## config.mk

```make
export PLATFORM = sky130hd
export DESIGN_NAME = adc_code_to_bcd
export DESIGN_NICKNAME = d
export VERILOG_FILES = /design/src/rtl/adc_disp_pkg.sv /design/src/rtl/bin2bcd_seq.sv /design/src/rtl/adc_code_to_bcd.sv
export SDC_FILE = /design/constraint.sdc
export NUM_CORES = 1
export LEC_CHECK = 0
export BUFFER_PORTS_ARGS = -buffer_cell sky130_fd_sc_hd__buf_2
export CORE_ASPECT_RATIO = 0.8
export CORE_MARGIN = 8
export CORE_UTILIZATION = 30
export DETAILED_ROUTE_END_ITERATION = 6
export PLACE_DENSITY = 0.54
export SLEW_MARGIN = 0
export SYNTH_ARGS = -nofsm -noshare
export SYNTH_HDL_FRONTEND = slang
export SYNTH_SLANG_ARGS = --single-unit
```

## constraint.sdc

```tcl
create_clock -name clk -period 7.55 [get_ports clk]
set_input_delay 1.1325 -clock clk [delete_from_list [all_inputs] [get_ports clk]]
set_output_delay 1.1325 -clock clk [all_outputs]
set_load 0.005 [all_outputs]
```

## src/rtl/adc_disp_pkg.sv

```systemverilog
// Shared types, sizing constants and helpers for the ADC-code to BCD display path.
package adc_disp_pkg;

    localparam int unsigned CODE_W   = 16;
    localparam int unsigned ACC_W    = 30;
    localparam int unsigned BCD_W    = 16;
    localparam int unsigned MV_MAX   = 9999;
    localparam int unsigned ITER     = 16;
    localparam int unsigned MV_SHIFT = 15;

    typedef enum logic [1:0] {
        StIdle,
        StMult,
        StBcd,
        StDone
    } state_e;

    // Double-dabble correction applied before every left shift.
    function automatic logic [BCD_W-1:0] bcd_adjust(input logic [BCD_W-1:0] v);
        logic [BCD_W-1:0] r;
        r = v;
        for (int i = 0; i < BCD_W / 4; i++) begin
            if (v[4*i +: 4] >= 4'd5) begin
                r[4*i +: 4] = v[4*i +: 4] + 4'd3;
            end
        end
        return r;
    endfunction

    // Accumulator holds code * FSR_MV; dropping 15 bits yields truncated millivolts.
    function automatic logic [BCD_W-1:0] scale_mv(input logic [ACC_W-1:0] acc);
        logic [ACC_W-1:0] s;
        s = acc >> MV_SHIFT;
        if (s > ACC_W'(MV_MAX)) begin
            return BCD_W'(MV_MAX);
        end
        return s[BCD_W-1:0];
    endfunction

endpackage

```

## src/rtl/bin2bcd_seq.sv

```systemverilog
// Sequential double-dabble: loads on start, then performs one shift per cycle for ITER cycles.
module bin2bcd_seq
    import adc_disp_pkg::*;
(
    input  logic             clk,
    input  logic             reset,
    input  logic             start,
    input  logic [BCD_W-1:0] bin,
    output logic             done,
    output logic [BCD_W-1:0] bcd
);

    logic [BCD_W-1:0] bin_q;
    logic [BCD_W-1:0] bcd_q;
    logic [BCD_W-1:0] bcd_adj;
    logic [3:0]       cnt_q;
    logic             busy_q;
    logic             done_q;

    assign bcd_adj = bcd_adjust(bcd_q);

    always_ff @(posedge clk) begin
        if (reset) begin
            bin_q  <= '0;
            bcd_q  <= '0;
            cnt_q  <= '0;
            busy_q <= 1'b0;
            done_q <= 1'b0;
        end else if (start) begin
            bin_q  <= bin;
            bcd_q  <= '0;
            cnt_q  <= '0;
            busy_q <= 1'b1;
            done_q <= 1'b0;
        end else if (busy_q) begin
            // Top bit of the adjusted value is always zero for inputs up to 9999.
            bcd_q <= BCD_W'({bcd_adj, bin_q[BCD_W-1]});
            bin_q <= bin_q << 1;
            cnt_q <= cnt_q + 4'd1;
            if (cnt_q == 4'(ITER - 1)) begin
                busy_q <= 1'b0;
                done_q <= 1'b1;
            end
        end
    end

    assign done = done_q;
    assign bcd  = bcd_q;

endmodule

```

## src/rtl/adc_code_to_bcd.sv

```systemverilog
// ADS1115 conversion word -> millivolts -> four held BCD digits (digit3 = thousands).
// Define ADC_BCD_SIGNED_EN to display negative codes by magnitude with a neg flag.
module adc_code_to_bcd
    import adc_disp_pkg::*;
#(
    parameter int unsigned FSR_MV = 4096,
    parameter int unsigned CODE_W = 16
) (
    input  logic              clk,
    input  logic              reset,
    input  logic              in_valid,
    input  logic [CODE_W-1:0] in_code,
    output logic              in_ready,
    output logic              out_valid,
    output logic [3:0]        digit3,
    output logic [3:0]        digit2,
    output logic [3:0]        digit1,
    output logic [3:0]        digit0,
    output logic              neg,
    output logic              overrun
);

    localparam logic [ACC_W-1:0] FsrAcc = ACC_W'(FSR_MV);

    state_e            state_q;
    logic [3:0]        cnt_q;
    logic [CODE_W-1:0] mag_q;
    logic [CODE_W-1:0] mag_in;
    logic [ACC_W-1:0]  acc_q;
    logic [ACC_W-1:0]  acc_d;
    logic [BCD_W-1:0]  digits_q;
    logic              neg_q;
    logic              out_valid_q;
    logic              overrun_q;

    logic              bcd_start;
    logic [BCD_W-1:0]  bcd_bin;
    logic              bcd_done;
    logic [BCD_W-1:0]  bcd_val;

`ifdef ADC_BCD_SIGNED_EN
    logic sign_q;
    // Negation kept CODE_W wide: 0x8000 maps onto itself, i.e. magnitude 32768.
    assign mag_in = in_code[CODE_W-1] ? (~in_code + 1'b1) : in_code;
`else
    assign mag_in = in_code[CODE_W-1] ? '0 : in_code;
`endif

    always_comb begin
        acc_d = acc_q;
        if (mag_q[cnt_q]) begin
            acc_d = acc_q + (FsrAcc << cnt_q);
        end
    end

    // Kick the BCD engine on the edge that folds in the last partial product.
    assign bcd_start = (state_q == StMult) && (cnt_q == 4'(ITER - 1));
    assign bcd_bin   = scale_mv(acc_d);

    bin2bcd_seq u_bin2bcd (
        .clk   (clk),
        .reset (reset),
        .start (bcd_start),
        .bin   (bcd_bin),
        .done  (bcd_done),
        .bcd   (bcd_val)
    );

    always_ff @(posedge clk) begin
        if (reset) begin
            state_q     <= StIdle;
            cnt_q       <= '0;
            mag_q       <= '0;
            acc_q       <= '0;
            digits_q    <= '0;
            neg_q       <= 1'b0;
            out_valid_q <= 1'b0;
            overrun_q   <= 1'b0;
`ifdef ADC_BCD_SIGNED_EN
            sign_q      <= 1'b0;
`endif
        end else begin
            out_valid_q <= 1'b0;
            overrun_q   <= in_valid && (state_q != StIdle);
            unique case (state_q)
                StIdle: begin
                    if (in_valid) begin
                        mag_q   <= mag_in;
                        acc_q   <= '0;
                        cnt_q   <= '0;
                        state_q <= StMult;
`ifdef ADC_BCD_SIGNED_EN
                        sign_q  <= in_code[CODE_W-1];
`endif
                    end
                end
                StMult: begin
                    acc_q <= acc_d;
                    cnt_q <= cnt_q + 4'd1;
                    if (cnt_q == 4'(ITER - 1)) begin
                        cnt_q   <= '0;
                        state_q <= StBcd;
                    end
                end
                StBcd: begin
                    cnt_q <= cnt_q + 4'd1;
                    if (cnt_q == 4'(ITER - 1)) begin
                        cnt_q   <= '0;
                        state_q <= StDone;
                    end
                end
                StDone: begin
                    if (bcd_done) begin
                        digits_q    <= bcd_val;
                        out_valid_q <= 1'b1;
`ifdef ADC_BCD_SIGNED_EN
                        // A negative code that truncates to 0 mV shows as plain 0000.
                        neg_q       <= sign_q && (scale_mv(acc_q) != '0);
`else
                        neg_q       <= 1'b0;
`endif
                    end
                    state_q <= StIdle;
                end
                default: state_q <= StIdle;
            endcase
        end
    end

    assign in_ready  = (state_q == StIdle);
    assign out_valid = out_valid_q;
    assign digit3    = digits_q[15:12];
    assign digit2    = digits_q[11:8];
    assign digit1    = digits_q[7:4];
    assign digit0    = digits_q[3:0];
    assign neg       = neg_q;
    assign overrun   = overrun_q;

endmodule

```

* After elaboration in Yosys (flattened, before gate mapping)
Cells that the tools add are included.
** Operators by class
- $add $sub $neg :: 7
- Magnitude comparators :: 6
- Equality and inequality tests :: 9
- Shift-type cells :: 1
- Muxes and demuxes :: 26
- Bitwise gates (word level) :: 1
- Reduce and logical (&&, ||, !) cells :: 17
** Operators by type and width (number)
- $mux 16 :: 4
- $mux 30 :: 2
- $pmux 30 s2 :: 1
- $add 30x30->30 :: 1
- $shl 13x4->30 const A :: 1
- $mux 4 :: 5
- $ge 4x3->1 const B :: 4
- $gt 15x14->1 const B :: 1
- $mux 15 :: 1
- $add 4x2->4 const B :: 3
- $reduce_and 2->1 :: 5
- $add 4x1->4 const B :: 2
- $eq 4x4->1 const B :: 2
- $pmux 2 s4 :: 1
- $pmux 4 s2 :: 1
- $reduce_bool 2->1 :: 4
- $mux 1 :: 6
- $mux 2 :: 3
- $ne 2x2->1 const B :: 3
- $reduce_and 3->1 :: 2
- $reduce_or 2->1 :: 3
- $lt 4x5->1 const B :: 1
- $bmux 1 s4 :: 1
- $eq 2x2->1 const B :: 2
- 7 further kinds :: 8
** Storage, ports and cells
- Register bits after elaboration :: 108
- Bits of input ports :: 19
- Output and inout port bits :: 20
- Logic and storage cells :: 80

* Longest topological paths before layout
Gate-level depths: netlist of run 1.
- Depth after elaboration :: 7
- Depth in mapped cells :: 16

* Hierarchy
Synthesis of run 1 repeated with hierarchy kept, for this count alone.
** Second synthesis, totals
- Cell total of the unflattened synthesis :: 700
- Area, all modules :: 5773.0 um^2
** Modules (own cells, without submodules)
- adc_code_to_bcd :: times used 1, cells an instance 473, area each 3713.6 um^2
- bin2bcd_seq :: times used 1, cells an instance 227, area each 2059.5 um^2

* Least setup slack after synthesis of run 1
No wires, ideal clock.
- Path kind :: register to register
- Start :: reg cnt_q[2]
- End :: reg u_bin2bcd.bin_q[7]
- Library setup time :: 0.116 ns
- Arrival :: 3.212 ns
- Path slack :: 4.222 ns
- Cell stages (with the launch flop) :: 16
- Path buffers :: 3
- Period minus slack after synthesis :: 3.328 ns
- Cell sequence :: dfxtp_1 > clkbuf_1 > nor2b_1 > and2_1 > ha_1 > buf_2 > a21oi_1 > o211ai_1 > a21o_1 > a2111oi_2 > nor2_1 > xnor2_1 > o21ai_0 > o31ai_2 > buf_6 > a31o_2
** Between the ends
- Cells in the longest elaborated chain, start to end :: 7
- Elaborated cells on any way between the ends :: 12
** Ends and longest elaborated chain
- start, declared :: line adc_code_to_bcd.sv:26 : logic [3:0] cnt_q;
- start signal, assigned :: line adc_code_to_bcd.sv:99 : cnt_q <= cnt_q + 4'd1;
- start signal, assigned :: line adc_code_to_bcd.sv:106 : cnt_q <= cnt_q + 4'd1;
- $shl 13x4->30 or $bmux 1 s4 (tied branches) :: line adc_code_to_bcd.sv:52, adc_code_to_bcd.sv:51
- $add 30x30->30 or $mux 1 (tied branches) :: line adc_code_to_bcd.sv:52, adc_code_to_bcd.sv:51
- $mux 30 :: line adc_code_to_bcd.sv:51 : if (mag_q[cnt_q]) begin
- $gt 15x14->1 :: line adc_disp_pkg.sv:34 : if (s > ACC_W'(MV_MAX)) begin
- $mux 1 :: line adc_disp_pkg.sv:34
- $mux 16 :: line adc_disp_pkg.sv:37 : return s[BCD_W-1:0];
- $mux 16 :: line bin2bcd_seq.sv:29 : end else if (start) begin
- end signal, assigned :: line bin2bcd_seq.sv:30 : bin_q <= bin;
- end signal, assigned :: line bin2bcd_seq.sv:38 : bin_q <= bin_q << 1;
- end, declared :: line bin2bcd_seq.sv:13 : logic [BCD_W-1:0] bin_q;
Several ways; a longest one is shown, not always the timed one. The select of a mux whose other input is x is not followed.
A chain may end at the register's enable or synchronous reset.

* Worst setup path after layout of run 1
- Start :: reg cnt_q[1]
- End :: reg u_bin2bcd.bin_q[0]
The elaborated chain is that of the path after synthesis.

==> reports/qor.csv, run 1 <==
metric;value;unit
syn_inst;649;
drc;0;
die_w;165;um
grt_max_degree;62;
drv_slew;0;
drive_gt1_share;11.2;%
max_slew.worst_pin.slew;954;ps
viasPerCell;4.86;
fin_tns_setup;0;ps
met2WireLength;4990;um
grt_usage;11.2;%
endpoint_kind;flip-flop;
hold_ws;451;ps
rr_startpoint;cnt_q[1];
synth_area_leaders;dfxtp_1, ha_1, a21oi_1;
period_minus_slack;4240;ps
highest_layer;met4;
routedWlPerCell;13.7;um
ant_nets;0;
r2r_cells;14;
num_antenna_cells;0;
synth-main-ff-cell;dfxtp_1;
routed_wirelength;12300;um
drtPass1Iterations;4;
worstSetupPathType;reg -> reg;
hp-class;reg -> reg;
synth.distinct_cells;58;
r2r_slack;3310;ps
syn_nets;704;
grt_pass1_wl;20400;um
ys_seq_area_share;35.6;%
p_per_area;197;nW/um^2
clkTransAtPathRegs;70;ps
initial_core_util;30.8;%
grt_pass1_vias;4001;
clock-sinks;95;
drtIter0Drc;239;
hold_start;digits_q[1];
finalHoldViolations;0;
cts_max_path_buffers;2;
outcome;finished clean;
synth_edf_count;0;
fp-row-count;43;
synth_top_area_share;35.6;%
worstSetupStartpoint;cnt_q[1];
rsz0062_at_grt;false;
fmaxAchievable;236;MHz
setup-violations-final;0;
power.leakage;0.00225;uW
critical_path_required;7740;ps
synth_common_cells;dfxtp_1, nor2_1, a21oi_1;
numCtsBuffers;9;
ys_warn_count;0;
rr_endpoint;u_bin2bcd.bin_q[0];
hold_end;digits_q[1];
io_pins;39;
antenna_found_initial;0;
netlist_area;5350;sq um
finalCritPeriodShare;56.1;%
startpoint_type;flip-flop;
post_cts_resize_count;0;
drt-met1-wl;6700;um
htreeDepth;3;
gp_congestion;0.848;
vias;4342;
grt_overflow;0;
cts_setup_buffers;0;
cap_violations;0;
holdBufCountCts;0;
clockRootBuffer;clkbuf_16;
skew;5.64;ps
fillCellCount;1841;
syn2layout_area_growth;11.3;%
die_h;135;um
yosysMostFrequentCell;dfxtp_1;
min_path_cells;2;
cts_tree;yes;
finalNetCount;720;
max-slew-margin-rel;36.1;%
worstPathArrival;4430;ps
crit_fanout;11;
die_area;22400;sq um
core;17400;sq um
io_buffers;37;
yosysTopAreaCell;dfxtp_1;
dp_hpwl;8790;um
post-place-ws;3370;ps
worstSkewPairLatency;350;ps
syn_avg_cell_area;8.24;sq um
ir_drop;0.228;mV
wl_met3;384;um
ys_ff_latch;95;
fin_ws;3310;ps
async_flop_share;0;%
-- worst max-delay path by stage --
stage | to | slack, ps | cells past startpoint
detailed placement | u_bin2bcd.bin_q[0] | 3370 | 14
CTS | u_bin2bcd.bin_q[0] | 3340 | 14
finish | u_bin2bcd.bin_q[0] | 3310 | 14
global placement | u_bin2bcd.bin_q[0] | 3380 | 14
global route | u_bin2bcd.bin_q[0] | 3030 | 14
floorplan | u_bin2bcd.bin_q[7] | 4220 | 15
-- state kept, by name (all words and copies together) (netlist names) --
| signal | cells |
|---|---|
| acc_q | 18 |
| cnt_q | 4 |
| digits_q | 16 |
| mag_q | 15 |
| out_valid | 1 |
| overrun | 1 |
| state_q | 2 |
| u_bin2bcd.bcd | 16 |
| u_bin2bcd.bin_q | 16 |
| u_bin2bcd.busy_q | 1 |
| u_bin2bcd.cnt_q | 4 |
| u_bin2bcd.done | 1 |
-- critical path, stage by stage (launching register included) --
cell      delay [ps]
dfxtp_1          570
inv_1            120
ha_1             240
and2_1           150
ha_1             220
fa_1             430
a41oi_1          210
o21ai_1          120
nand2_1           60
nor3b_1          310
xnor2_1          150
o41ai_2          340
a211oi_1         170
o31ai_2          780
a311oi_2         200
-- cell families (layout without fill, tap and decap cells) --
logic type,Yosys count,after routing,synth area share [%]
compound gates,167,167,19.5
xor+xnor,25,25,4.09
fa+ha+maj,36,36,8.56
buf+inv,60,80,4.75
flops,95,95,35.6
mux,36,36,7.70
other cells,1,1,0.0701
simple gates,229,229,19.7
-- metrics by stage --
stage	instances	utilization (%)	instance area, sq um	power [uW]
3_3_place_gp	879	32.7	5680	756
2_1_floorplan	649	-	5350	703
4_1_cts	894	34.2	5950	1190
3_5_place_dp	879	32.7	5680	754
6_report	894	34.2	5950	1170
5_1_grt	894	34.2	5950	1240
-- power breakdown --
| group | total, uW | internal, uW | switching, uW |
|---|---|---|---|
| registers | 535 | 518 | 17.1 |
| clock network | 432 | 233 | 199 |
| logic | 207 | 69.8 | 137 |
| total | 1170 | 820 | 353 |
-- final cells by class --
class / instances / area (sq um) / area share, %
multi-input cells: 494 / 3190 / 53.6
flip-flops and latches: 95 / 1900 / 32.0
well taps: 225 / 282 / 4.73
clock buffers: 11 / 243 / 4.08
repair buffers: 40 / 208 / 3.49
inverters: 25 / 93.8 / 1.58
clock inverters: 4 / 30.0 / 0.505
-- per-layer routing --
layer	vias up	track usage [%]
met4	0	4.50
met3	13	1.88
met5	-	0
li1	2301	-
met1	1979	16.2
met2	49	16.0
-- cell usage in the layout, fill, tap and decap left out, drive strengths merged, types with 3 or more instances in the layout --
| cell type | n |
|---|---|
| nor3b | 17 |
| mux2i | 25 |
| o21ai | 34 |
| nor2b | 6 |
| a31oi | 7 |
| inv | 27 |
| nand3 | 11 |
| buf | 40 |
| and2 | 14 |
| mux2 | 8 |
| a41oi | 3 |
| nand2b | 8 |
| nand2 | 68 |
| a211oi | 5 |
| mux4 | 3 |
| xor2 | 9 |
| xnor2 | 16 |
| nand4 | 5 |
| ha | 35 |
| and3 | 7 |
| a41o | 3 |
| dfxtp | 95 |
| o211ai | 3 |
| a22oi | 11 |
| a21o | 7 |
| clkbuf | 11 |
| nor2 | 82 |
| nor3 | 8 |
| a21oi | 76 |
(Power assumes the default switching activity.)
==> run 2, diff against run 1 <==
--- a/config.mk
+++ b/config.mk
@@ -5,6 +5,7 @@
 export SDC_FILE = /design/constraint.sdc
 export NUM_CORES = 1
 export LEC_CHECK = 0
+export ABC_AREA = 1
 export BUFFER_PORTS_ARGS = -buffer_cell sky130_fd_sc_hd__buf_2
 export CORE_ASPECT_RATIO = 0.8
 export CORE_MARGIN = 8
==> constraint.sdc (replaced) <==
create_clock -name clk -period 4.1 [get_ports clk]
set_input_delay 0.615 -clock clk [delete_from_list [all_inputs] [get_ports clk]]
set_output_delay 0.615 -clock clk [all_outputs]
set_load 0.005 [all_outputs]
==> reports/qor.csv, run 2 <==
metric;value;unit
routedWlPerCell;12.6;um
largest-register;acc_q;
fin_tns_setup;0;ps
finalHoldViolations;0;
period_minus_slack;3650;ps
drv_slew;0;
syn_nets;870;
synth_area_leaders;dfxtp_1, nand2_1, a21oi_1;
netlist_area;5490;sq um
crit_fanout;13;
clock-sinks;95;
clkTransAtPathRegs;70;ps
drtPass1Iterations;5;
syn_inst;815;
drtIter0Drc;279;
power.switching;806;uW
hp-class;reg -> reg;
viasPerCell;4.65;
cts_setup_buffers;0;
synth-main-ff-cell;dfxtp_1;
power.share.sequential;42.0;%
htreeDepth;3;
clockRootBuffer;clkbuf_16;
ys_ff_latch;95;
largest_reg_flops;18;
grt_overflow;0;
yosysMostFrequentCell;nand2_1;
skew;11.7;ps
worstSetupPathType;reg -> reg;
cts_tree;yes;
comb_power_share;23.3;%
synth_top_area_share;34.6;%
drive_gt1_share;9.39;%
ys_seq_area_share;34.6;%
finalCritPeriodShare;89.1;%
switching_share;33.1;%
grt_pass1_vias;4672;
syn_avg_cell_area;6.74;sq um
outcome;finished clean;
io_buffers;37;
holdBufCountCts;0;
endpoint_kind;flip-flop;
layout_commonest_cell;nand2_1;
ant_nets;0;
synth_edf_count;0;
core;18100;sq um
synth_common_cells;nand2_1, inv_1, dfxtp_1;
vias;4975;
rsz0062_at_grt;false;
ys_warn_count;0;
gp_congestion;0.860;
die_h;137;um
ir_drop;0.243;mV
grt_usage;12.1;%
cts_max_path_buffers;2;
worstSkewPairLatency;340;ps
drc;0;
setup-violations-final;0;
fmaxAchievable;274;MHz
critical_path_required;4280;ps
internal_power;1630;uW
hold_ws;465;ps
grt_pass1_wl;23000;um
grt_max_degree;48;
async_flop_share;0;%
p_per_area;397;nW/um^2
synth.distinct_cells;36;
fp-row-count;44;
io_pins;39;
dp_hpwl;10100;um
routed_wirelength;13500;um
die_area;22900;sq um
power.leakage;0.00281;uW
final_cell_mix;nand2_1, inv_1, dfxtp_1, a21oi_1, nor2_1;
die_w;167;um
initial_core_util;30.4;%
max_slew.worst_pin.slew;975;ps
worstPathArrival;3840;ps
post_cts_resize_count;0;
antenna_found_initial;0;
numCtsBuffers;9;
yosysTopAreaCell;dfxtp_1;
cap_violations;0;
p_clk_share;34.7;%
num_antenna_cells;0;
syn2layout_area_growth;11.6;%
startpoint_type;flip-flop;
finalNetCount;891;
max-slew-margin-rel;35.0;%
==> run 2: changes by cell type after synthesis, sizes merged, moves of 17 or more <==
| cell | change |
|---|---|
| nand2 | +141 |
| inv | +84 |
| nand3 | +45 |
| mux2i | -25 |
| o21ai | +22 |
| a21oi | +20 |
| nor3b | -17 |
==> run 2: worst max-delay path, cell delays in order (launching register included) <==
cell	delay, ps
dfxtp_1	590
inv_4	140
ha_1	240
inv_1	120
nor2_1	70
ha_1	240
fa_1	460
nand3_1	110
nand3_1	170
nand3_1	160
nand3_1	110
nand2_1	100
nand2_1	70
nand3_1	80
nand2_1	80
nand3b_1	150
nand2_1	120
nand2_2	230
nand2_1	130
nand2_1	90
a21oi_2	50
==> run 2: per-layer routing <==
| metal | global-route usage, % | vias to the layer above | part of all wire (%) |
|---|---|---|---|
| met1 | 17.8 | 2196 | 57 |
| met4 | 2.92 | 0 | 1.0 |
| met5 | 0 | - | 0 |
| met3 | 2.71 | 14 | 3.5 |
| met2 | 17.3 | 87 | 38 |
| li1 | - | 2678 | - |
==> run 2: cell type report <==
class | instances | area (sq um)
Timing Repair Buffer | 41 | 215
Sequential cell | 95 | 1900
Multi-Input combinational cell | 578 | 3010
Clock inverter | 6 | 68.8
Inverter | 111 | 419
Fill cell | 1986 | 11900
Tap cell | 230 | 288
Clock buffer | 10 | 229
==> run 2: path summary, 6_finish.rpt <==
kind                           start                 end  slack, ps  cells after the start
setup / recovery            cnt_q[0]  u_bin2bcd.bin_q[0]        450                     20
hold / removal    u_bin2bcd.bin_q[1]  u_bin2bcd.bin_q[1]        470                      2
setup reg to reg            cnt_q[0]  u_bin2bcd.bin_q[0]        450                     20
hold reg to reg   u_bin2bcd.bin_q[1]  u_bin2bcd.bin_q[1]        470                      2
==> run 2: power groups by stage <==
| stage | registers (uW) | clock network, uW | logic (uW) |
|---|---|---|---|
| finish | 1020 | 844 | 567 |
| detailed placement | 1040 | 0 | 564 |
| global route | 1030 | 905 | 646 |
| global placement | 1040 | 0 | 570 |
| CTS | 1020 | 872 | 569 |
| floorplan | 1030 | 0 | 455 |
==> run 2: through the flow <==
step	cell area [sq um]	instances	utilization, %	total power [uW]	setup slack [ps]
final	6130	1071	33.9	2430	447
after CTS	6130	1071	33.9	2460	479
after global routing	6130	1071	33.9	2580	117
after floorplan	5490	815	-	1480	1150
after global placement	5830	1055	32.3	1610	538
after detailed placement	5830	1055	32.3	1610	527
==> run 2: logic make-up (layout without fill, tap and decap cells) <==
kind of cell	after synthesis	count (layout)	synth area share [%]
other	1	1	0.0683
adder cells (fa/ha/maj)	36	36	8.34
AO/OA/AOI/OAI	179	179	17.7
buffers and inverters	142	168	10.6
AND/OR/NAND/NOR	351	351	26.9
XOR/XNOR	11	11	1.75
flip-flops	95	95	34.6
==> run 3, diff against run 2 <==
--- a/config.mk
+++ b/config.mk
@@ -9,9 +9,9 @@
 export BUFFER_PORTS_ARGS = -buffer_cell sky130_fd_sc_hd__buf_2
 export CORE_ASPECT_RATIO = 0.8
 export CORE_MARGIN = 8
-export CORE_UTILIZATION = 30
+export CORE_UTILIZATION = 61
 export DETAILED_ROUTE_END_ITERATION = 6
-export PLACE_DENSITY = 0.54
+export PLACE_DENSITY = 0.89
 export SLEW_MARGIN = 0
 export SYNTH_ARGS = -nofsm -noshare
 export SYNTH_HDL_FRONTEND = slang
==> reports/qor.csv, run 3 (same netlist as run 2, synthesis figures left out) <==
metric;value;unit
skew;12.8;ps
endpoint_kind;flip-flop;
viasPerCell;5.43;
fin_tns_setup;0;ps
die_area;12300;sq um
vias;5188;
antenna_found_initial;0;
worstPathArrival;3750;ps
grt_pass1_vias;4763;
grt_usage;21.2;%
drv_slew;0;
grt_overflow;0;
r2r_slack;610;ps
period_minus_slack;3490;ps
finalNetCount;890;
min_path_cells;2;
grt_max_degree;47;
clockRootBuffer;clkbuf_8;
max-slew-margin-rel;40.0;%
rr_startpoint;cnt_q[0];
path_common_cell;nand3_1;
layout_commonest_cell;nand2_1;
slowest_stage;dfxtp_1;
dp_hpwl;9030;um
finalHoldViolations;0;
drive_gt1_share;9.40;%
drtIter0Drc;343;
largest-register;acc_q;
syn2layout_area_growth;7.09;%
clkTransAtPathRegs;100;ps
hold_end;u_bin2bcd.bin_q[10];
rr_endpoint;u_bin2bcd.bin_q[1];
grt_pass1_wl;21500;um
setup-violations-final;0;
drtPass1Iterations;5;
drc;0;
post-place-cells;939;
power.leakage;0.00276;uW
die_h;101;um
max_slew.worst_pin.slew;897;ps
cts_max_path_buffers;2;
die_w;122;um
io_buffers;37;
layout.cells.non_filler;955;
p_per_area;374;nW/um^2
numCtsBuffers;9;
hp-class;reg -> reg;
worstSkewPairLatency;380;ps
ant_nets;0;
final_cell_mix;nand2_1, inv_1, dfxtp_1, a21oi_1, nor2_1;
outcome;finished clean;
cap_violations;0;
cts_tree;yes;
critPathMaxStageDelay;630;ps
fp-row-count;31;
routedWlPerCell;13.2;um
placedInstanceArea;5680;sq um
initial_core_util;61.8;%
cts_setup_buffers;0;
io_pins;39;
ir_drop;0.313;mV
clock-sinks;95;
crit_fanout;13;
routed_wirelength;12600;um
r2r_cells;20;
rsz0062_at_grt;false;
largest_reg_flops;18;
gp_congestion;0.961;
finalCritPeriodShare;85.2;%
design_area;5880;sq um
worstSetupStartpoint;cnt_q[0];
post_cts_resize_count;0;
post-route-util;66.2;%
critical_path_required;4360;ps
fmaxAchievable;286;MHz
worstSetupPathType;reg -> reg;
holdBufCountCts;0;
core;8880;sq um
startpoint_type;flip-flop;
crit_chain;inv_4, ha_1, inv_1, nor2_1, ha_1, fa_1, nand3_1, nand3_1, nand3_1, nand3_1, nand2_1, nand3b_1, nand3_1, nand2_1, nor2_1, nand2_1, nand2_2, nand3_1, nand2_1, a21oi_1;
num_antenna_cells;0;
hold_start;u_bin2bcd.bin_q[10];
htreeDepth;3;
-- run 3: cell count changes in the layout (fill, tap and decap cells not counted), sizes merged --
cell | previous run | this run
inv | 111 | 112
clkinv | 5 | 4
bufinv | 1 | 0
buf | 41 | 40
clkinvlp | 0 | 1
-- run 3: final cells by class --
cell class                      instances  area, sq um
Fill cell                             774         3000
Inverter                              111          419
Multi-Input combinational cell        578         3010
Clock inverter                          6         62.6
Clock buffer                           10          138
Tap cell                              115          144
Sequential cell                        95         1900
Timing Repair Buffer                   40          208
-- run 3: critical path: cells and delay by family (launching register included) --
kind	cells	cell delay, ps
flip-flops	1	630
buffers and inverters	2	250
adder cells (fa/ha/maj)	3	900
AND/OR/NAND/NOR	14	1550
AO/OA/AOI/OAI	1	50
-- run 3: routing by layer --
layer  global-route usage, %  part of all wire (%)  vias to the layer above
met5                       0                     0                        -
met4                    5.14                   1.1                        0
met3                    4.93                   5.1                       16
met2                    35.3                    47                      139
met1                    27.0                    47                     2367
li1                        -                     -                     2666
-- run 3: through the flow --
stage               setup slack [ps]  hold WS (ps)  total power [uW]
detailed placement               701           452              1580
CTS                              661           467              2200
finish                           607           467              2200
global placement                 724           450              1570
floorplan                       1150           436              1480
global route                     251           479              2320
-- run 3: worst max-delay path by stage --
stage,endpoint,slack [ps],depth (start not counted)
2_1_floorplan,u_bin2bcd.bin_q[8],1150,23
4_1_cts,u_bin2bcd.bin_q[1],660,20
3_5_place_dp,u_bin2bcd.bin_q[0],700,20
6_report,u_bin2bcd.bin_q[1],610,20
3_3_place_gp,u_bin2bcd.bin_q[0],720,20
5_1_grt,u_bin2bcd.bin_q[1],250,20
-- run 3: where the power goes --
| part | switching, uW | leakage (uW) | internal (uW) |
|---|---|---|---|
| registers | 39.4 | 0.000769 | 984 |
| logic | 388 | 0.00189 | 164 |
| clock network | 370 | 0.000101 | 254 |
| total | 798 | 0.00276 | 1400 |
